File: config.mk
export PLATFORM = sky130hd
export DESIGN_NAME = store_coalesce_buf
export DESIGN_NICKNAME = d
export VERILOG_FILES = /design/src/rtl/store_coalesce_buf.sv
export SDC_FILE = /design/constraint.sdc
export NUM_CORES = 1
export LEC_CHECK = 0
export BUFFER_PORTS_ARGS = -buffer_cell sky130_fd_sc_hd__buf_2
export CORE_MARGIN = 2
export CORE_UTILIZATION = 50
export DETAILED_ROUTE_END_ITERATION = 8
export GPL_TIMING_DRIVEN = 0
export HOLD_SLACK_MARGIN = 0.03
export MAX_ROUTING_LAYER = met4
export PLACE_DENSITY_LB_ADDON = 0.05
export REMOVE_ABC_BUFFERS = 1
export SLEW_MARGIN = 10
export SYNTH_ARGS = -nofsm -noshare
export SYNTH_HDL_FRONTEND = slang
export SYNTH_SLANG_ARGS = --single-unit
File: constraint.sdc
create_clock -name clk -period 3.2 [get_ports clk]
set_input_delay 0.64 -clock clk [delete_from_list [all_inputs] [get_ports clk]]
set_output_delay 0.64 -clock clk [all_outputs]
set_load 0.1 [all_outputs]
File: src/rtl/store_coalesce_buf.sv
// Store coalescing FIFO sitting in front of a byte-masked SRAM write port.
// Optional merging into the newest entry is enabled by defining STORE_COALESCE_MERGE_EN.
module store_coalesce_buf #(
  parameter int ADDR_WIDTH = 8,
  parameter int DATA_WIDTH = 32,
  parameter int DEPTH      = 4
) (
  input  logic                        clk,
  input  logic                        rst,
  input  logic                        in_valid,
  output logic                        in_ready,
  input  logic [ADDR_WIDTH-1:0]       in_addr,
  input  logic [DATA_WIDTH-1:0]       in_data,
  input  logic [DATA_WIDTH/8-1:0]     in_mask,
  input  logic                        drain_en,
  output logic                        we,
  output logic [ADDR_WIDTH-1:0]       waddr,
  output logic [DATA_WIDTH-1:0]       wdata,
  output logic [DATA_WIDTH/8-1:0]     wmask,
  output logic [$clog2(DEPTH):0]      count,
  output logic                        empty
);

  localparam int PTR_W  = $clog2(DEPTH);
  localparam int CNT_W  = PTR_W + 1;
  localparam int MASK_W = DATA_WIDTH / 8;

  logic [ADDR_WIDTH-1:0] addr_q [DEPTH];
  logic [DATA_WIDTH-1:0] data_q [DEPTH];
  logic [MASK_W-1:0]     mask_q [DEPTH];

  logic [PTR_W-1:0] head_q, head_d;
  logic [PTR_W-1:0] tail_q, tail_d;
  logic [CNT_W-1:0] count_q, count_d;

  logic [PTR_W-1:0] newest_s;
  logic             not_full_s;
  logic             pop_s;
  logic             merge_hit_s;
  logic             accept_s;
  logic             push_s;
  logic             merge_s;

  assign newest_s   = tail_q - PTR_W'(1);
  assign not_full_s = (count_q < CNT_W'(DEPTH));
  assign empty      = (count_q == {CNT_W{1'b0}});
  assign pop_s      = drain_en && !empty;
  assign count      = count_q;

  // The newest entry is only a merge target while it is not leaving this cycle.
`ifdef STORE_COALESCE_MERGE_EN
  assign merge_hit_s = !empty && (addr_q[newest_s] == in_addr) &&
                       !(pop_s && (newest_s == head_q));
`else
  assign merge_hit_s = 1'b0;
`endif

  assign in_ready = not_full_s || merge_hit_s;
  assign accept_s = in_valid && in_ready && !rst;
  assign push_s   = accept_s && (in_mask != {MASK_W{1'b0}}) && !merge_hit_s;
  assign merge_s  = accept_s && (in_mask != {MASK_W{1'b0}}) && merge_hit_s;

  // Write port: head entry when draining, zeros otherwise.
  always_comb begin
    we    = pop_s;
    waddr = {ADDR_WIDTH{1'b0}};
    wdata = {DATA_WIDTH{1'b0}};
    wmask = {MASK_W{1'b0}};
    if (pop_s) begin
      waddr = addr_q[head_q];
      wdata = data_q[head_q];
      wmask = mask_q[head_q];
    end else begin
      waddr = {ADDR_WIDTH{1'b0}};
    end
  end

  // Pointer and occupancy next state.
  always_comb begin
    head_d  = head_q;
    tail_d  = tail_q;
    count_d = count_q;
    if (pop_s) begin
      head_d = head_q + PTR_W'(1);
    end else begin
      head_d = head_q;
    end
    if (push_s) begin
      tail_d = tail_q + PTR_W'(1);
    end else begin
      tail_d = tail_q;
    end
    case ({push_s, pop_s})
      2'b10:   count_d = count_q + CNT_W'(1);
      2'b01:   count_d = count_q - CNT_W'(1);
      default: count_d = count_q;
    endcase
  end

  // Pointer and occupancy registers; clearing count invalidates every entry.
  always_ff @(posedge clk) begin
    if (rst) begin
      head_q  <= {PTR_W{1'b0}};
      tail_q  <= {PTR_W{1'b0}};
      count_q <= {CNT_W{1'b0}};
    end else begin
      head_q  <= head_d;
      tail_q  <= tail_d;
      count_q <= count_d;
    end
  end

  // Entry storage: allocate at tail, or fold masked bytes into the newest entry.
  always_ff @(posedge clk) begin
    if (push_s) begin
      addr_q[tail_q] <= in_addr;
      data_q[tail_q] <= in_data;
      mask_q[tail_q] <= in_mask;
    end else if (merge_s) begin
      for (int b = 0; b < MASK_W; b++) begin
        if (in_mask[b]) begin
          data_q[newest_s][b*8 +: 8] <= in_data[b*8 +: 8];
        end
      end
      mask_q[newest_s] <= mask_q[newest_s] | in_mask;
    end
  end

endmodule

==> results of run 1 <==
-- synth_stat cells (all sizes together), types with 2 or more instances --
master and n:
a21oi 2, and2 4, buf 14, clkbuf 2
dfxtp 9, edfxtp 176, ha 5, inv 8
mux4 44, nand2b 2, nor2 8, nor2b 44
xor2 4
-- stage by stage --
step | setup slack (ps) | cell area [um2] | TNS, ps
after CTS | 254.8 | 8551 | 0
after floorplan | -1224 | 7099 | -49520
after global placement | -1429 | 7810 | -163440
after detailed placement | 445.2 | 7986 | 0
final | 325.9 | 8553 | 0
after global routing | 204.6 | 8553 | 0
-- final timing paths --
check | startpoint | endpoint | slack, ps | depth (start not counted)
worst max-delay path | flop | wdata[27] | 330 | 4
worst min register to register | tail_q[1]$_SDFFE_PP0P_ | tail_q[1]$_SDFFE_PP0P_ | 520 | 2
worst min-delay path | in_addr[5] | addr_q[3][5]$_DFFE_PP_ | 420 | 1
worst max register to register | count[2]$_SDFFE_PP0P_ | data_q[2][13]$_DFFE_PP_ | 930 | 3
-- layer usage --
layer,global-route usage [%],vias up
li1,-,1551
met1,21.95,1762
met2,29.06,74
met3,4.768,18
met4,6.543,0
met5,-,-
-- power by group through the flow --
stage                     clock network [W]  logic (W)  registers (W)
final                               0.00197    0.00269        0.00292
after global routing                0.00212    0.00283        0.00294
after CTS                           0.00202    0.00273        0.00292
after detailed placement                  0    0.00271        0.00297
after global placement                    0    0.00250        0.00310
after floorplan                           0    0.00201        0.00312
-- critical path, cell delays in order, from the launching register on --
cell and delay [ps]:
dfxtp_4 520, buf_16 300, mux4_2 550, nor2b_1 140, buf_2 280
-- flip-flops by register name, indices dropped and copies added, names as in the netlist, named ones only --
name	count
addr_q	32
count	3
data_q	128
head_q	2
mask_q	16
tail_q	2
-- cells by family after synthesis --
kind of cell,share of synthesized area [%]
mux,14.18
buf+inv,2.418
compound gates,0.6217
simple gates,5.717
flops,75.44
xor+xnor,0.4835
fa+ha+maj,1.140
-- area by class of cell --
| class | count | area [um2] | share of cell area [%] |
|---|---|---|---|
| Inverter | 8 | 30.03 | 0.3511 |
| Antenna cell | 1 | 2.502 | 0.02926 |
| Tap cell | 180 | 225.2 | 2.633 |
| Timing Repair Buffer | 106 | 658.1 | 7.695 |
| Clock inverter | 14 | 131.4 | 1.536 |
| Clock buffer | 17 | 425.4 | 4.974 |
| Multi-Input combinational cell | 124 | 1610 | 18.83 |
| Sequential cell | 185 | 5470 | 63.96 |
-- layout by cell type, fill, tap and decap left out, types with 2 or more instances in the layout --
cell,Yosys,final
bufinv_16,0,2
nor2b_4,5,5
nand2b_1,2,2
nor2_1,8,8
clkinv_1,0,3
mux4_2,40,40
buf_12,4,4
edfxtp_1,176,176
and2_2,0,3
ha_1,5,5
xor2_1,4,4
mux4_1,4,4
clkinv_2,0,4
nor2b_1,39,39
clkinvlp_4,0,3
dfxtp_1,9,7
buf_16,0,2
buf_2,9,97
inv_1,8,8
clkbuf_16,0,17
a21oi_1,2,2
buf_8,0,2
==> summary.md, run 1 <==
| Metric | Value |
|---|---|
| Clock skew | `3.429 ps` |
| FFs w/ async S/R, synth | `0%` |
| Internal power | `0.004691 W` |
| Met2 wire length | `6.535 mm` |
| Clock sink total | `185` |
| Fin. max-slew vios | `0` |
| Worst vdd ir | `716.0 uV` |
| Final setup violation count | `0` |
| WL met3 | `559 um` |
| Post-synth top area share | `72.95%` |
| Drt via density | `5.362` |
| Final worst path period need | `2874 ps` |
| Total wire length | `12.49 mm` |
| GRT Residual Overflow | `0` |
| Mean Syn Cell Area | `21.76 um2` |
| Sequential element share of the synthesized area | `75.44%` |
| H-tree depth | `4` |
| DR DRC count | `0` |
| Antenna Nets Post-Route | `0` |
| Crit Path Category | `reg -> out` |
| DR vias | `3405` |
| Critical Path Start Type | `flop` |
| CTS tree | `done` |
| Ys flop type | `edfxtp_1` |
| P_sw | `0.002880 W` |
| Worst Max-Slew Pin Slew | `689.7 ps` |
| Inst Count DP | `602` |
| Yosys reg bits | `185` |
| RePlAce Congestion | `0.7170` |
| Worst Path Arrival | `2230 ps` |
| Power Total | `0.007571 W` |
| Status | `finished, final reports clean` |
| GRT Util Overall | `17.93%` |
| Total iterations of the first detailed-routing run | `4` |
| Boundary Pins | `98` |
| Mapped Area | `7244 um2` |
| Data required, critical path | `2560 ps` |
| Max_slew headroom | `54.02%` |
| Met1 WL | `5.191 mm` |
| Sequential share of power | `38.5%` |
| Hold Vio Cnt, Final | `0` |
| Nature of the critical path endpoint | `output port` |
| Die H | `124.4 um` |
| Power Dens Cells | `885.1 nW/um2` |
| First-pass GRT wire length | `20.00 mm` |
| Post-synth EDFFs | `176` |
| Area contributors post-synth | `edfxtp_1 (73%), mux4_2 (12%), nor2b_1 (3.4%)` |
| Max-cap violations | `0` |
| Final #Nets | `496` |
| Pin count of the biggest net entering global routing | `45` |
| TritonCTS Buffers | `17` |
| Leakage | `2.939 nW` |
| Warnings, synthesis | `0` |
| Fillers | `1026` |
| Fin cells | `635` |
| Post-DP HPWL | `7.533 mm` |
| CTS Buffer Depth | `2` |
| Worst-path maximum fanout | `32` |
| Clk pin slew, worst setup/hold paths | `60 ps` |
| DR WL/cell | `19.67 um` |
| Clock group share of total power | `26.0%` |
| Fraction of layout cells with a size suffix above 1 | `41.19%` |
| Die width | `124.4 um` |
| Die area | `15470 um2` |
| Drt initial violations | `254` |
| Worst-skew pair later-pin latency | `420 ps` |
| Initial Util | `51.59%` |
| Initial antenna violation count | `1` |
| Worst min path class | `in -> reg` |
| Port bufs | `97` |
| Final period utilization | `89.82%` |
| Top layer in use | `met4` |
| Vias in the first global route | `3658` |
| Final hold slack | `424.7 ps` |
| CTS resizes | `0` |
| Max Fclk | `0.3479 GHz` |
| Synthesized instance count | `333` |
| Cell Rows | `43` |
| Synth unique cells | `29` |
| Comb power frac | `35.5%` |
| Net Sw Frac | `38.04%` |
| Synth-to-Final Area Change | `18.07%` |
| Leading area contributor after synthesis | `edfxtp_1` |
| Unrepaired setup endpoints after global routing | `false` |
| Hold buffer count at cts | `0` |
| CTS root buffer | `clkbuf_16` |
| Setup bufs post-CTS | `1` |
| Final Core Density | `60.91%` |
| Core area | `14040 um2` |
No activity file was read; power rests on OpenSTA's default activity.
==> run 2, diff against run 1 <==
BUFFER_PORTS_ARGS = -buffer_cell sky130_fd_sc_hd__buf_4   (was -buffer_cell sky130_fd_sc_hd__buf_2)
==> run 2 against run 1 <==
- flip-flop and latch count unchanged
- combinational power increased by 4%
- final area grew 2.5%
- via count down 1.6%
- worst hold slack lost 9.4 ps
- global-route usage down 0.58 points
- sequential share of layout area is 1.6 points lower
- register-to-register slack got worse by 140 ps
==> summary.md, run 2 (synthesis gave the netlist of run 1 again) <==
| Metric | Value |
|---|---|
| Status | `finished, final reports clean` |
| Vias in the first global route | `3527 (-3.6%)` |
| DR WL/cell | `19.32 um (-1.8%)` |
| Final Core Density | `62.45% (+1.5 points)` |
| First-pass GRT wire length | `19.19 mm (-4.0%)` |
| Biggest register | `data_q` |
| Worst vdd ir | `498.4 uV (-30%)` |
| DR DRC count | `0 (unchanged)` |
| Power Total | `0.007653 W (+1.1%)` |
| Drt initial violations | `156 (-39%)` |
| CTS root buffer | `clkbuf_16` |
| Hold Crit Start | `in_addr[7]` |
| Core area | `14040 um2 (unchanged)` |
| TNS Setup | `0 ps (unchanged)` |
| Total wire length | `12.23 mm (-2.1%)` |
| Most frequent cells in the layout | `edfxtp_1 (176), buf_4 (97), mux4_2 (40)` |
| Net Sw Frac | `37.20% (-0.84 points)` |
| Die area | `15470 um2 (unchanged)` |
| Fin. max-slew vios | `0 (unchanged)` |
| Synth-to-Final Area Change | `21.05%` |
| Launching point of the worst reg2reg path | `count[2]$_SDFFE_PP0P_` |
| GRT Max-Usage Layer | `met2` |
| Final hold slack | `415.2 ps (-9.433 ps)` |
| Setup WS post-layout | `348.9 ps (+22.99 ps)` |
| Pre-CTS setup slack | `354.1 ps (-91.03 ps)` |
| Worst-path maximum fanout | `27 (-16%)` |
| GRT Util Overall | `17.35% (-0.58 points)` |
| Clock skew | `5.437 ps (+2.009 ps)` |
| Critical Path Start Type | `flop` |
| Internal power | `0.004806 W (+2.4%)` |
| Sequential share of power | `38.1% (-0.4 points)` |
| Boundary Pins | `98 (unchanged)` |
| CTS tree | `done` |
| Reg-to-reg endpoint | `data_q[2][3]$_DFFE_PP_` |
| CTS resizes | `0 (unchanged)` |
| Clk pin slew, worst setup/hold paths | `60 ps (about the same)` |
| Drt via density | `5.295 (-1.2%)` |
| Die width | `124.4 um (unchanged)` |
| Worst-skew pair later-pin latency | `420 ps (about the same)` |
| Pin count of the biggest net entering global routing | `45 (unchanged)` |
| Grt met3 use | `4.639% (-0.13 points)` |
| Max_slew headroom | `47.39% (-6.6 points)` |
| Met1 Use GR | `21.23% (-0.71 points)` |
| Max-cap violations | `0 (unchanged)` |
| Worst reg-to-reg setup slack | `790 ps (-140 ps)` |
| Clock sink total | `185 (unchanged)` |
| Nature of the critical path endpoint | `output port` |
| Largest register FFs | `128 (unchanged)` |
| Max Fclk | `0.3507 GHz (+0.81%)` |
| Total iterations of the first detailed-routing run | `4 (unchanged)` |
| Antenna Nets Post-Route | `0 (unchanged)` |
| Final #Nets | `494 (-0.40%)` |
| DR vias | `3352 (-1.6%)` |
| Final setup violation count | `0 (unchanged)` |
| GRT Residual Overflow | `0 (unchanged)` |
| Port bufs | `97 (unchanged)` |
| Initial Util | `51.59% (unchanged)` |
| Die H | `124.4 um (unchanged)` |
| CTS Buffer Depth | `2 (unchanged)` |
| Final worst path period need | `2851 ps (-22.99 ps)` |
| Post-DP HPWL | `7.333 mm (-2.7%)` |
| Data required, critical path | `2560 ps (about the same)` |
| Worst Path Arrival | `2210 ps (-20 ps)` |
| Unrepaired setup endpoints after global routing | `false` |
| Initial antenna violation count | `0 (-1)` |
| Met2 Use GR | `27.55% (-1.5 points)` |
| Worst Max-Slew Pin Slew | `789.2 ps (+99.44 ps)` |
| Comb power frac | `36.7% (+1.2 points)` |
| Setup bufs post-CTS | `0 (-1)` |
| Hold buffer count at cts | `0 (unchanged)` |
| Cell Rows | `43 (unchanged)` |
| Antenna cells | `0 (-1)` |
| RePlAce Congestion | `0.7381 (+2.9%)` |
| Largest regs | `data_q: 128 flops, addr_q: 32 flops, mask_q: 16 flops` |
| TritonCTS Buffers | `17 (unchanged)` |
| Hold worst-path end | `addr_q[3][7]$_DFFE_PP_` |
| Hold Vio Cnt, Final | `0 (unchanged)` |
| Hold path cells | `1 (unchanged)` |
| Worst r2r path cells | `3 (unchanged)` |
| H-tree depth | `4 (unchanged)` |
| Clock group share of total power | `25.2% (-0.8 points)` |
| Leakage | `2.980 nW (+1.4%)` |
| Power Dens Cells | `872.6 nW/um2 (-1.4%)` |
| Crit Path Category | `reg -> out` |
| P_sw | `0.002847 W (-1.1%)` |
| Final period utilization | `89.10% (-0.72 points)` |
| Worst min path class | `in -> reg` |
| Most common cell after layout, fill and taps aside | `edfxtp_1` |
| Fraction of layout cells with a size suffix above 1 | `39.96% (-1.2 points)` |
[run 2: changes by cell type in the layout (fill, tap and decap cells not counted)]
cell	change
buf_12	-3
clkinv_1	+2
buf_2	-97
diode_2	-1
clkinvlp_4	-3
buf_4	+96
inv_6	-1
buf_16	+2
clkbuf_1	+3
and2_4	+1
and2_2	-1
[run 2: worst max-delay path, stage by stage (launching register included)]
cell	delay [ps]
dfxtp_2	840
buf_16	240
mux4_2	290
nor2b_1	150
buf_4	260
[run 2: area by class of cell]
type                    count  area [um2]
clock inverters            12       107.6
multi-input cells         124        1612
repair buffers            104       888.4
inverters                   8       30.03
clock buffers              20       436.7
flip-flops and latches    185        5470
fillers                  1004        5273
well taps                 180       225.2
[run 2: worst max path at each step]
stage | startpoint | end | slack (ps)
6_report | flop | wdata[11] | 350
2_1_floorplan | flop | waddr[7] | -1220
5_1_grt | flop | wdata[31] | 180
3_3_place_gp | flop | wmask[3] | -1380
3_5_place_dp | rst | data_q[2][18]$_DFFE_PP_ | 350
4_1_cts | flop | wdata[11] | 270
[run 2: per-stage QoR]
stage,instances,area (um2)
floorplan,317,7099
global placement,594,8053
detailed placement,601,8225
CTS,633,8770
global route,633,8770
finish,633,8770
[run 2: layer usage]
layer	wire length, um	up-vias
met1	5120	1707
li1	-	1542
met5	0	-
met3	597	16
met2	6337	87
met4	174	0
[run 2: power groups by stage]
stage	logic, W	registers [W]	clock network [W]
4_1_cts	0.00285	0.00292	0.00197
3_3_place_gp	0.00263	0.00310	0
5_1_grt	0.00295	0.00293	0.00206
6_report	0.00281	0.00291	0.00193
3_5_place_dp	0.00285	0.00297	0
2_1_floorplan	0.00201	0.00312	0
==> run 3, diff against run 2 <==
REMOVE_ABC_BUFFERS = not set   (was 1)
==> run 3 against run 2 <==
- wire length rose by 3.8%
- largest power group is now combinational cells
- sequential power fell by 2%
- critical path type unchanged
- highest routed layer unchanged
- worst setup slack improved by 58 ps
==> summary.md, run 3 (synthesis gave the netlist of run 1 again) <==
| Metric | Value |
|---|---|
| Status | `finished, final reports clean` |
| GRT Max-Usage Layer | `met2` |
| Worst vdd ir | `897.4 uV (+80%)` |
| Met1 Use GR | `23.42% (+2.2 points)` |
| Total iterations of the first detailed-routing run | `4 (unchanged)` |
| Leakage | `3.006 nW (+0.87%)` |
| GRT Residual Overflow | `0 (unchanged)` |
| CP Cell Sequence | `buf_2 > o31ai_4 > buf_2 > nor2b_1 > buf_4` |
| Most used cell, CP | `buf_2` |
| Pin count of the biggest net entering global routing | `45 (unchanged)` |
| RePlAce Congestion | `0.6886 (-6.7%)` |
| Launching point of the worst reg2reg path | `count[2]$_SDFFE_PP0P_` |
| Largest register FFs | `128 (unchanged)` |
| Hold path cells | `1 (unchanged)` |
| Post-Layout Inst Area | `8807 um2 (+0.43%)` |
| Clk pin slew, worst setup/hold paths | `70 ps (about the same)` |
| Drt initial violations | `170 (+9.0%)` |
| Clock skew | `4.851 ps (-0.5864 ps)` |
| Worst r2r path cells | `4 (+1)` |
| DR vias | `3440 (+2.6%)` |
| Synth-to-Final Area Change | `21.57%` |
| CTS resizes | `0 (unchanged)` |
| GRT Util Overall | `18.24% (+0.90 points)` |
| Nature of the critical path endpoint | `output port` |
| Fin cells | `642 (+1.4%)` |
| Fraction of layout cells with a size suffix above 1 | `44.81% (+4.8 points)` |
| Hold Crit Start | `in_data[3]` |
| H-tree depth | `4 (unchanged)` |
| Data required, critical path | `2560 ps (about the same)` |
| Worst-skew pair later-pin latency | `430 ps (about the same)` |
| Crit Path Category | `reg -> out` |
| Initial Util | `51.59% (unchanged)` |
| Initial antenna violation count | `0 (unchanged)` |
| TritonCTS Buffers | `17 (unchanged)` |
| DR DRC count | `0 (unchanged)` |
| Hold Vio Cnt, Final | `0 (unchanged)` |
| Final setup violation count | `0 (unchanged)` |
| Setup bufs post-CTS | `0 (unchanged)` |
| Core area | `14040 um2 (unchanged)` |
| Die width | `124.4 um (unchanged)` |
| Die area | `15470 um2 (unchanged)` |
| First-pass GRT wire length | `20.33 mm (+6.0%)` |
| Met2 Use GR | `28.51% (+0.96 points)` |
| Post-place instance area | `8258 um2 (+0.40%)` |
| Hold buffer count at cts | `0 (unchanged)` |
| Worst min path class | `in -> reg` |
| Biggest register | `data_q` |
| Largest regs | `data_q: 128 flops, addr_q: 32 flops, mask_q: 16 flops` |
| Final period utilization | `87.29% (-1.8 points)` |
| Cell Rows | `43 (unchanged)` |
| Drt via density | `5.358 (+1.2%)` |
| Post-DP HPWL | `7.428 mm (+1.3%)` |
| Most common cell after layout, fill and taps aside | `edfxtp_1` |
| CTS Buffer Depth | `2 (unchanged)` |
| Slowest stage cell, crit path | `o31ai_4` |
| Grt met3 use | `4.682% (+0.043 points)` |
| DR WL/cell | `19.77 um (+2.3%)` |
| Boundary Pins | `98 (unchanged)` |
| Inst Count DP | `611 (+1.7%)` |
| Hold worst-path end | `data_q[1][3]$_DFFE_PP_` |
| Vias in the first global route | `3713 (+5.3%)` |
| Final #Nets | `504 (+2.0%)` |
| CTS tree | `done` |
| Die H | `124.4 um (unchanged)` |
| Final worst path period need | `2793 ps (-57.71 ps)` |
| Worst reg-to-reg setup slack | `630 ps (-160 ps)` |
| Worst-path maximum fanout | `10 (-63%)` |
| Reg-to-reg endpoint | `data_q[1][28]$_DFFE_PP_` |
| Antenna cells | `0 (unchanged)` |
| Fillers | `1003 (-0.10%)` |
| Most frequent cells in the layout | `edfxtp_1 (176), buf_4 (97), mux4_2 (40)` |
| Max Fclk | `0.3580 GHz (+2.1%)` |
| Antenna Nets Post-Route | `0 (unchanged)` |
| Clock sink total | `185 (unchanged)` |
| Total wire length | `12.69 mm (+3.8%)` |
| Post-synthesis net count | `387` |
| Max_slew headroom | `41.14% (-6.3 points)` |
| Max-cap violations | `0 (unchanged)` |
| Critical Path Start Type | `flop` |
| Unrepaired setup endpoints after global routing | `false` |
| Worst Max-Slew Pin Slew | `870.6 ps (+81.49 ps)` |
| Fin. max-slew vios | `0 (unchanged)` |
| Crit path largest cell delay | `450 ps (-390 ps)` |
| CTS root buffer | `clkbuf_16` |
| Power Dens Cells | `879.4 nW/um2 (+0.78%)` |
| Worst Path Arrival | `2150 ps (-60 ps)` |
| Port bufs | `97 (unchanged)` |
run 3: how the worst max path moves through the flow:
stage | from | to | slack [ps]
4_1_cts | count[2]$_SDFFE_PP0P_ | wdata[30] | 370
3_3_place_gp | in_mask[3] | data_q[0][24]$_DFFE_PP_ | -650
3_5_place_dp | in_mask[3] | data_q[1][24]$_DFFE_PP_ | 320
5_1_grt | count[2]$_SDFFE_PP0P_ | we | 270
2_1_floorplan | count[2]$_SDFFE_PP0P_ | waddr[2] | -50
6_report | count[2]$_SDFFE_PP0P_ | wmask[1] | 410
run 3: layer usage:
layer	wire (um)	part of all wire [%]
met1	5585	44
met2	6275	49
met3	636	5.0
met4	193	1.5
met5	0	0
run 3: area by class of cell:
class	instances	area (um2)	area share, %
multi-input combinational	124	1640	18.62
clock inverter	14	123.9	1.406
clock buffer	17	425.4	4.830
inverter	8	30.03	0.3410
tap	180	225.2	2.557
buffer	16	145.1	1.648
timing repair buffer	98	748.2	8.496
sequential	185	5469	62.10
run 3: worst max-delay path: cells and delay by family, from the launching register on:
family	cells	cell delay, ps
buf+inv	3	830
compound gates	1	450
flops	1	320
simple gates	1	120
run 3: per-stage QoR:
step	worst slack [ps]	TNS, ps	total power, W	util [%]	hold WS (ps)
floorplan	-46.66	-1187	0.005286	-	482.0
global placement	-652.8	-107330	0.005854	58.60	499.7
detailed placement	319.9	0	0.005880	58.81	508.0
CTS	369.1	0	0.007817	62.72	389.3
global route	267.0	0	0.008037	62.72	391.8
finish	406.6	0	0.007745	62.72	407.1
run 3: where the power goes:
part           leakage, nW  switching (W)  internal [W]
Clock                0.264       0.000884       0.00107
Combinational         1.07        0.00202      0.000909
Sequential            1.67      0.0000555       0.00280
Total                 3.01        0.00296       0.00478
